[src/rtl/rs_dec_seq_16_8.sv]
// Control sequencer for the RS(16,8) decoder: buffer addressing, stage start pulses, watchdog, output framing.
// Optional frame statistics counters are compiled in with `define RS_DEC_STATS_EN.
module rs_dec_seq_16_8 #(
    parameter int unsigned SYM_BW   = 8,
    parameter int unsigned N_NUM    = 16,
    parameter int unsigned R_NUM    = 8,
    parameter int unsigned STAGE_TO = 255
) (
    input  logic                       clk,
    input  logic                       rst_n,
    input  logic                       in_valid,
    output logic                       in_ready,
    output logic                       syn_clr,
    output logic                       syn_en,
    input  logic                       syn_done,
    input  logic                       syn_zero,
    output logic                       kes_start,
    input  logic                       kes_done,
    input  logic [2:0]                 kes_deg,
    output logic                       chien_start,
    input  logic                       chien_done,
    input  logic [2:0]                 chien_cnt,
    output logic                       forney_start,
    input  logic                       forney_done,
    output logic                       buf_wr_en,
    output logic [$clog2(N_NUM)-1:0]   buf_wr_addr,
    output logic [$clog2(N_NUM)-1:0]   buf_rd_addr,
    output logic                       corr_en,
    output logic                       out_valid,
    input  logic                       out_ready,
    output logic                       out_last,
    output logic                       out_fail,
    output logic                       busy
`ifdef RS_DEC_STATS_EN
    ,
    input  logic                       stat_clr,
    output logic [15:0]                stat_frames,
    output logic [15:0]                stat_corrected,
    output logic [15:0]                stat_failed
`endif
);

    localparam int unsigned      AW     = $clog2(N_NUM);
    localparam logic [AW-1:0]    LAST   = AW'(N_NUM - 1);
    localparam logic [2:0]       T_DEG  = 3'(R_NUM / 2);
    localparam logic [7:0]       WD_LIM = 8'(STAGE_TO);

    // Counter wrap must coincide with the last symbol, and the watchdog counter is 8 bits.
    if (SYM_BW == 0 || N_NUM < 2 || (N_NUM & (N_NUM - 1)) != 0 ||
        R_NUM / 2 > 7 || STAGE_TO == 0 || STAGE_TO > 255) begin : g_cfg_err
        $error("rs_dec_seq_16_8: unsupported parameter set");
    end

    typedef enum logic [2:0] {
        IDLE,
        LOAD,
        W_SYN,
        W_KES,
        W_CHN,
        W_FNY,
        OUT
    } state_t;

    state_t         state;
    logic [AW-1:0]  wr_cnt;
    logic [AW-1:0]  rd_cnt;
    logic [7:0]     wd_cnt;
    logic [2:0]     deg_q;
    logic           fail;
    logic           corr_q;
    logic           in_hs;
    logic           out_hs;
    logic           wd_hit;

    assign in_ready    = (state == IDLE) || (state == LOAD);
    assign in_hs       = in_valid & in_ready;
    assign syn_en      = in_hs;
    assign syn_clr     = in_hs & (state == IDLE);
    assign buf_wr_en   = in_hs;
    assign buf_wr_addr = wr_cnt;
    assign buf_rd_addr = rd_cnt;
    assign out_valid   = (state == OUT);
    assign out_hs      = out_valid & out_ready;
    assign out_last    = out_valid & (rd_cnt == LAST);
    assign corr_en     = corr_q;
    assign out_fail    = fail;
    assign busy        = (state != IDLE);
    assign wd_hit      = (wd_cnt == WD_LIM);

    // Watchdog counter defaults to zero so every stage-wait state starts counting from 0;
    // a done pulse is tested before the limit so it wins on the limit cycle.
    always_ff @(posedge clk or negedge rst_n) begin
        if (!rst_n) begin
            state        <= IDLE;
            wr_cnt       <= '0;
            rd_cnt       <= '0;
            wd_cnt       <= '0;
            deg_q        <= '0;
            fail         <= 1'b0;
            corr_q       <= 1'b0;
            kes_start    <= 1'b0;
            chien_start  <= 1'b0;
            forney_start <= 1'b0;
        end else begin
            kes_start    <= 1'b0;
            chien_start  <= 1'b0;
            forney_start <= 1'b0;
            wd_cnt       <= '0;
            unique case (state)
                IDLE: begin
                    if (in_hs) begin
                        wr_cnt <= wr_cnt + 1'b1;
                        state  <= LOAD;
                    end
                end
                LOAD: begin
                    if (in_hs) begin
                        wr_cnt <= wr_cnt + 1'b1;
                        if (wr_cnt == LAST) state <= W_SYN;
                    end
                end
                W_SYN: begin
                    if (syn_done) begin
                        if (syn_zero) begin
                            state <= OUT;
                        end else begin
                            kes_start <= 1'b1;
                            state     <= W_KES;
                        end
                    end else if (wd_hit) begin
                        fail  <= 1'b1;
                        state <= OUT;
                    end else begin
                        wd_cnt <= wd_cnt + 8'd1;
                    end
                end
                W_KES: begin
                    if (kes_done) begin
                        deg_q <= kes_deg;
                        if (kes_deg == 3'd0 || kes_deg > T_DEG) begin
                            fail  <= 1'b1;
                            state <= OUT;
                        end else begin
                            chien_start <= 1'b1;
                            state       <= W_CHN;
                        end
                    end else if (wd_hit) begin
                        fail  <= 1'b1;
                        state <= OUT;
                    end else begin
                        wd_cnt <= wd_cnt + 8'd1;
                    end
                end
                W_CHN: begin
                    if (chien_done) begin
                        if (chien_cnt != deg_q) begin
                            fail  <= 1'b1;
                            state <= OUT;
                        end else begin
                            forney_start <= 1'b1;
                            state        <= W_FNY;
                        end
                    end else if (wd_hit) begin
                        fail  <= 1'b1;
                        state <= OUT;
                    end else begin
                        wd_cnt <= wd_cnt + 8'd1;
                    end
                end
                W_FNY: begin
                    if (forney_done) begin
                        corr_q <= 1'b1;
                        state  <= OUT;
                    end else if (wd_hit) begin
                        fail  <= 1'b1;
                        state <= OUT;
                    end else begin
                        wd_cnt <= wd_cnt + 8'd1;
                    end
                end
                OUT: begin
                    if (out_hs) begin
                        rd_cnt <= rd_cnt + 1'b1;
                        if (rd_cnt == LAST) begin
                            wr_cnt <= '0;
                            fail   <= 1'b0;
                            corr_q <= 1'b0;
                            state  <= IDLE;
                        end
                    end
                end
                default: state <= IDLE;
            endcase
        end
    end

`ifdef RS_DEC_STATS_EN
    logic frame_end;
    assign frame_end = out_hs & out_last;

    always_ff @(posedge clk or negedge rst_n) begin
        if (!rst_n) begin
            stat_frames    <= '0;
            stat_corrected <= '0;
            stat_failed    <= '0;
        end else if (stat_clr) begin
            stat_frames    <= '0;
            stat_corrected <= '0;
            stat_failed    <= '0;
        end else if (frame_end) begin
            if (stat_frames != '1) stat_frames <= stat_frames + 16'd1;
            if (corr_en && stat_corrected != '1) stat_corrected <= stat_corrected + 16'd1;
            if (out_fail && stat_failed != '1) stat_failed <= stat_failed + 16'd1;
        end
    end
`endif

endmodule

[config.mk]
export PLATFORM = sky130hd
export DESIGN_NAME = rs_dec_seq_16_8
export DESIGN_NICKNAME = d
export VERILOG_FILES = /design/src/rtl/rs_dec_seq_16_8.sv
export SDC_FILE = /design/constraint.sdc
export NUM_CORES = 1
export LEC_CHECK = 0
export ABC_AREA = 1
export CELL_PAD_IN_SITES_DETAIL_PLACEMENT = 1
export CELL_PAD_IN_SITES_GLOBAL_PLACEMENT = 2
export CORE_MARGIN = 8
export CORE_UTILIZATION = 25
export DETAILED_ROUTE_END_ITERATION = 10
export HOLD_SLACK_MARGIN = 0.12
export PLACE_DENSITY = 0.71
export SKIP_CTS_REPAIR_TIMING = 1
export SLEW_MARGIN = 10
export SYNTH_ARGS = -nofsm -noshare
export SYNTH_HDL_FRONTEND = slang
export SYNTH_SLANG_ARGS = --single-unit
[constraint.sdc]
create_clock -name clk -period 1.3 [get_ports clk]
set_input_delay 0.26 -clock clk [delete_from_list [all_inputs] [get_ports clk]]
set_output_delay 0.26 -clock clk [all_outputs]
set_load 0.01 [all_outputs]
==> metrics.md <==
| Metric | Value |
|---|---|
| Status | `complete, but fails checks` |
| Failing checks | `negative setup slack` |
| Initial antenna violation count | `0` |
| CTS clock-pin slew for the worst setup and hold paths | `0.11 ns` |
| Clock latency on the worst-skew pair | `0.28 ns` |
| Max-Cap Viols | `0` |
| Unique masters post-synth | `29` |
| YS warnings | `0` |
| N_diodes | `0` |
| CTS max path bufs | `2` |
| Starting DRT DRC Count | `43` |
| Core ar. | `6390 um^2` |
| # H-tree levels | `1` |
| RSZ-0062 raised after global routing | `true` |
| Leak | `1.65 nW` |
| Sequential cell area fraction in the yosys report | `40.8%` |
| # IOs | `35` |
| Seq pwr share | `24.6%` |
| Port bufs | `34` |
| Pins over their slew limit | `0` |
| Layout cells sized above 1 | `45.3%` |
| Final Hold Viols | `0` |
| Maximum vdd ir drop | `0.891 mV` |
| Int Pwr | `3.25 mW` |
| Drt wl/cell | `13.1 um` |
| Area Overhead vs Synth | `80.0%` |
| Min Tclk post-route | `1.55 ns` |
| Final worst hold slack | `0.327 ns` |
| Nets | `341` |
| CTS tree | `yes` |
| Fillers | `764` |
| Final setup violating endpoints | `28` |
| Initial DRT Pass Iterations | `4` |
| Clk pwr share | `9.3%` |
| Slew of the pin with the lowest slew margin | `0.254 ns` |
| Average cell area after synthesis | `7.42 um^2` |
| Post-DRT Antenna Nets | `0` |
| Initial Util | `25.9%` |
| Placement Setup Slack | `-0.467 ns` |
| Final WL | `5250 um` |
| Comb power frac | `66.1%` |
| Share of the core filled with cells | `46.6%` |
| Reg2reg start | `state[1]` |
| Num CTS Buffers | `3` |
| WP data required | `1.04 ns` |
| Overall routing resource usage | `10.1%` |
| Setup crit end kind | `output port` |
| Aggregate negative setup slack | `-3.67 ns` |
| DRC violations left | `0` |
| Row count | `29` |
| Dpl hpwl | `3870 um` |
| Routed vias | `1741` |
| Vias in the first global route | `1775` |
| Synthesized area | `1650 um^2` |
| Crit-path max FO | `4` |
| Final period utilization | `119%` |
| Hold Crit Class | `in -> async` |
| Setup slack, reg-to-reg | `-0.18 ns` |
| Fin area | `2980 um^2` |
| Critical Path AT | `1.29 ns` |
| Syn nets | `241` |
| GPL Wtd Cong | `0.756` |
| Die Ht | `97.3 um` |
| Setup crit start kind | `flip-flop` |
| Global route total overflow | `0` |
| Post-Synthesis Cells | `223` |
| Via-to-Cell Ratio | `4.36` |
| Power per cell area | `1880 nW/um^2` |
| Slew headroom | `83.0%` |
| Crit Path Category | `reg -> out` |
| Root Driver | `clkbuf_8` |
| R2R Path End | `buf_wr_addr[3]` |
| Sw power | `2.36 mW` |
| Die Span X | `97.3 um` |
| Pin count of the biggest net entering global routing | `28` |
| First-pass GRT wire length | `8120 um` |
| Worst Reg-to-Reg Cells | `6` |
| Worst Skew | `0.00211 ns` |
| #FFs+latches synth | `27` |
| Die Area | `9480 um^2` |
| PnR worst setup slack | `-0.252 ns` |
| Sink Count | `27` |
| Peak Freq | `644 MHz` |
| Placed cell area | `2440 um^2` |
| Sw Share | `42.0%` |
==> per-stage QoR <==
stage               power (mW)  instances
floorplan                 2.81        223
global placement          4.13        379
detailed placement        4.19        379
CTS                       4.74        383
global route              6.05        399
finish                    5.61        399
==> cell type report <==
class	count	area [um^2]	share of cell area, %
clock inverter	1	5.00	0.168
timing repair buffer	99	943	31.7
inverter	37	149	5.00
tap	77	96.3	3.24
multi-input combinational	155	1060	35.7
clock buffer	3	41.3	1.39
sequential	27	679	22.8
==> Yosys cell counts, drive strengths merged <==
| master | count | area, um^2 |
|---|---|---|
| a21oi | 6 | 33.8 |
| a22o | 1 | 8.76 |
| buf | 4 | 41.3 |
| dfrtp | 27 | 676 |
| ha | 3 | 37.5 |
| inv | 37 | 144 |
| mux2 | 1 | 11.3 |
| nand2 | 63 | 241 |
| nand3 | 17 | 113 |
| nand4 | 4 | 25.0 |
| nor2 | 35 | 159 |
| nor3 | 4 | 25.0 |
| o21ai | 13 | 72.6 |
| o22ai | 1 | 6.26 |
| o31ai | 1 | 7.51 |
| xnor2 | 3 | 26.3 |
| xor2 | 3 | 26.3 |
==> metal layers <==
layer | routed length, um | track usage [%] | share of wire, %
met5 | 0 | 0 | 0
met4 | 49 | 2.80 | 0.93
met3 | 248 | 2.35 | 4.7
met2 | 2600 | 17.1 | 50
met1 | 2350 | 12.4 | 45
==> layout by cell type, fill, tap and decap left out, types with 7 or more instances in the layout <==
cell type,Yosys,routed
dfrtp_1,27,24
nand2_1,61,46
dlymetal6s2s_1,0,12
inv_1,33,28
clkdlybuf4s50_1,0,14
nor2_1,28,19
nand2_2,2,11
nand3_1,13,11
inv_2,2,7
nor2_4,2,10
buf_6,3,22
buf_4,1,46
==> flip-flops by register name (all words and copies together), names as in the netlist, 3 cells and up <==
name,flops
buf_rd_addr,4
wd_cnt,8
buf_wr_addr,4
deg_q,3
state,3
==> critical path: stages, from the launching register on <==
cell and delay, ns:
dfrtp_2 0.48, buf_6 0.14, nor2_4 0.11, nand2_2 0.07, inv_2 0.09, buf_6 0.11
==> power by group through the flow <==
stage	registers [mW]	clock network (mW)	logic (mW)
after floorplan	1.38	0	1.43
after global placement	1.35	0	2.78
after detailed placement	1.36	0	2.82
after CTS	1.35	0.551	2.84
after global routing	1.42	0.564	4.07
final	1.38	0.524	3.71
==> kinds of logic after synthesis <==
group | share of synthesized area [%]
simple gates | 34.0
buf+inv | 11.2
flops | 40.8
compound gates | 7.79
xor+xnor | 3.18
fa+ha+maj | 2.27
mux | 0.681
==> worst max-delay path by stage <==
stage                  start      end  cells past startpoint
finish              state[1]   syn_en                      5
global route        state[0]  syn_clr                      5
CTS                 state[1]  syn_clr                      4
detailed placement  in_valid   syn_en                      4
global placement    in_valid   syn_en                      4
floorplan           state[2]   syn_en                      5
No activity file was read; power rests on OpenSTA's default activity.
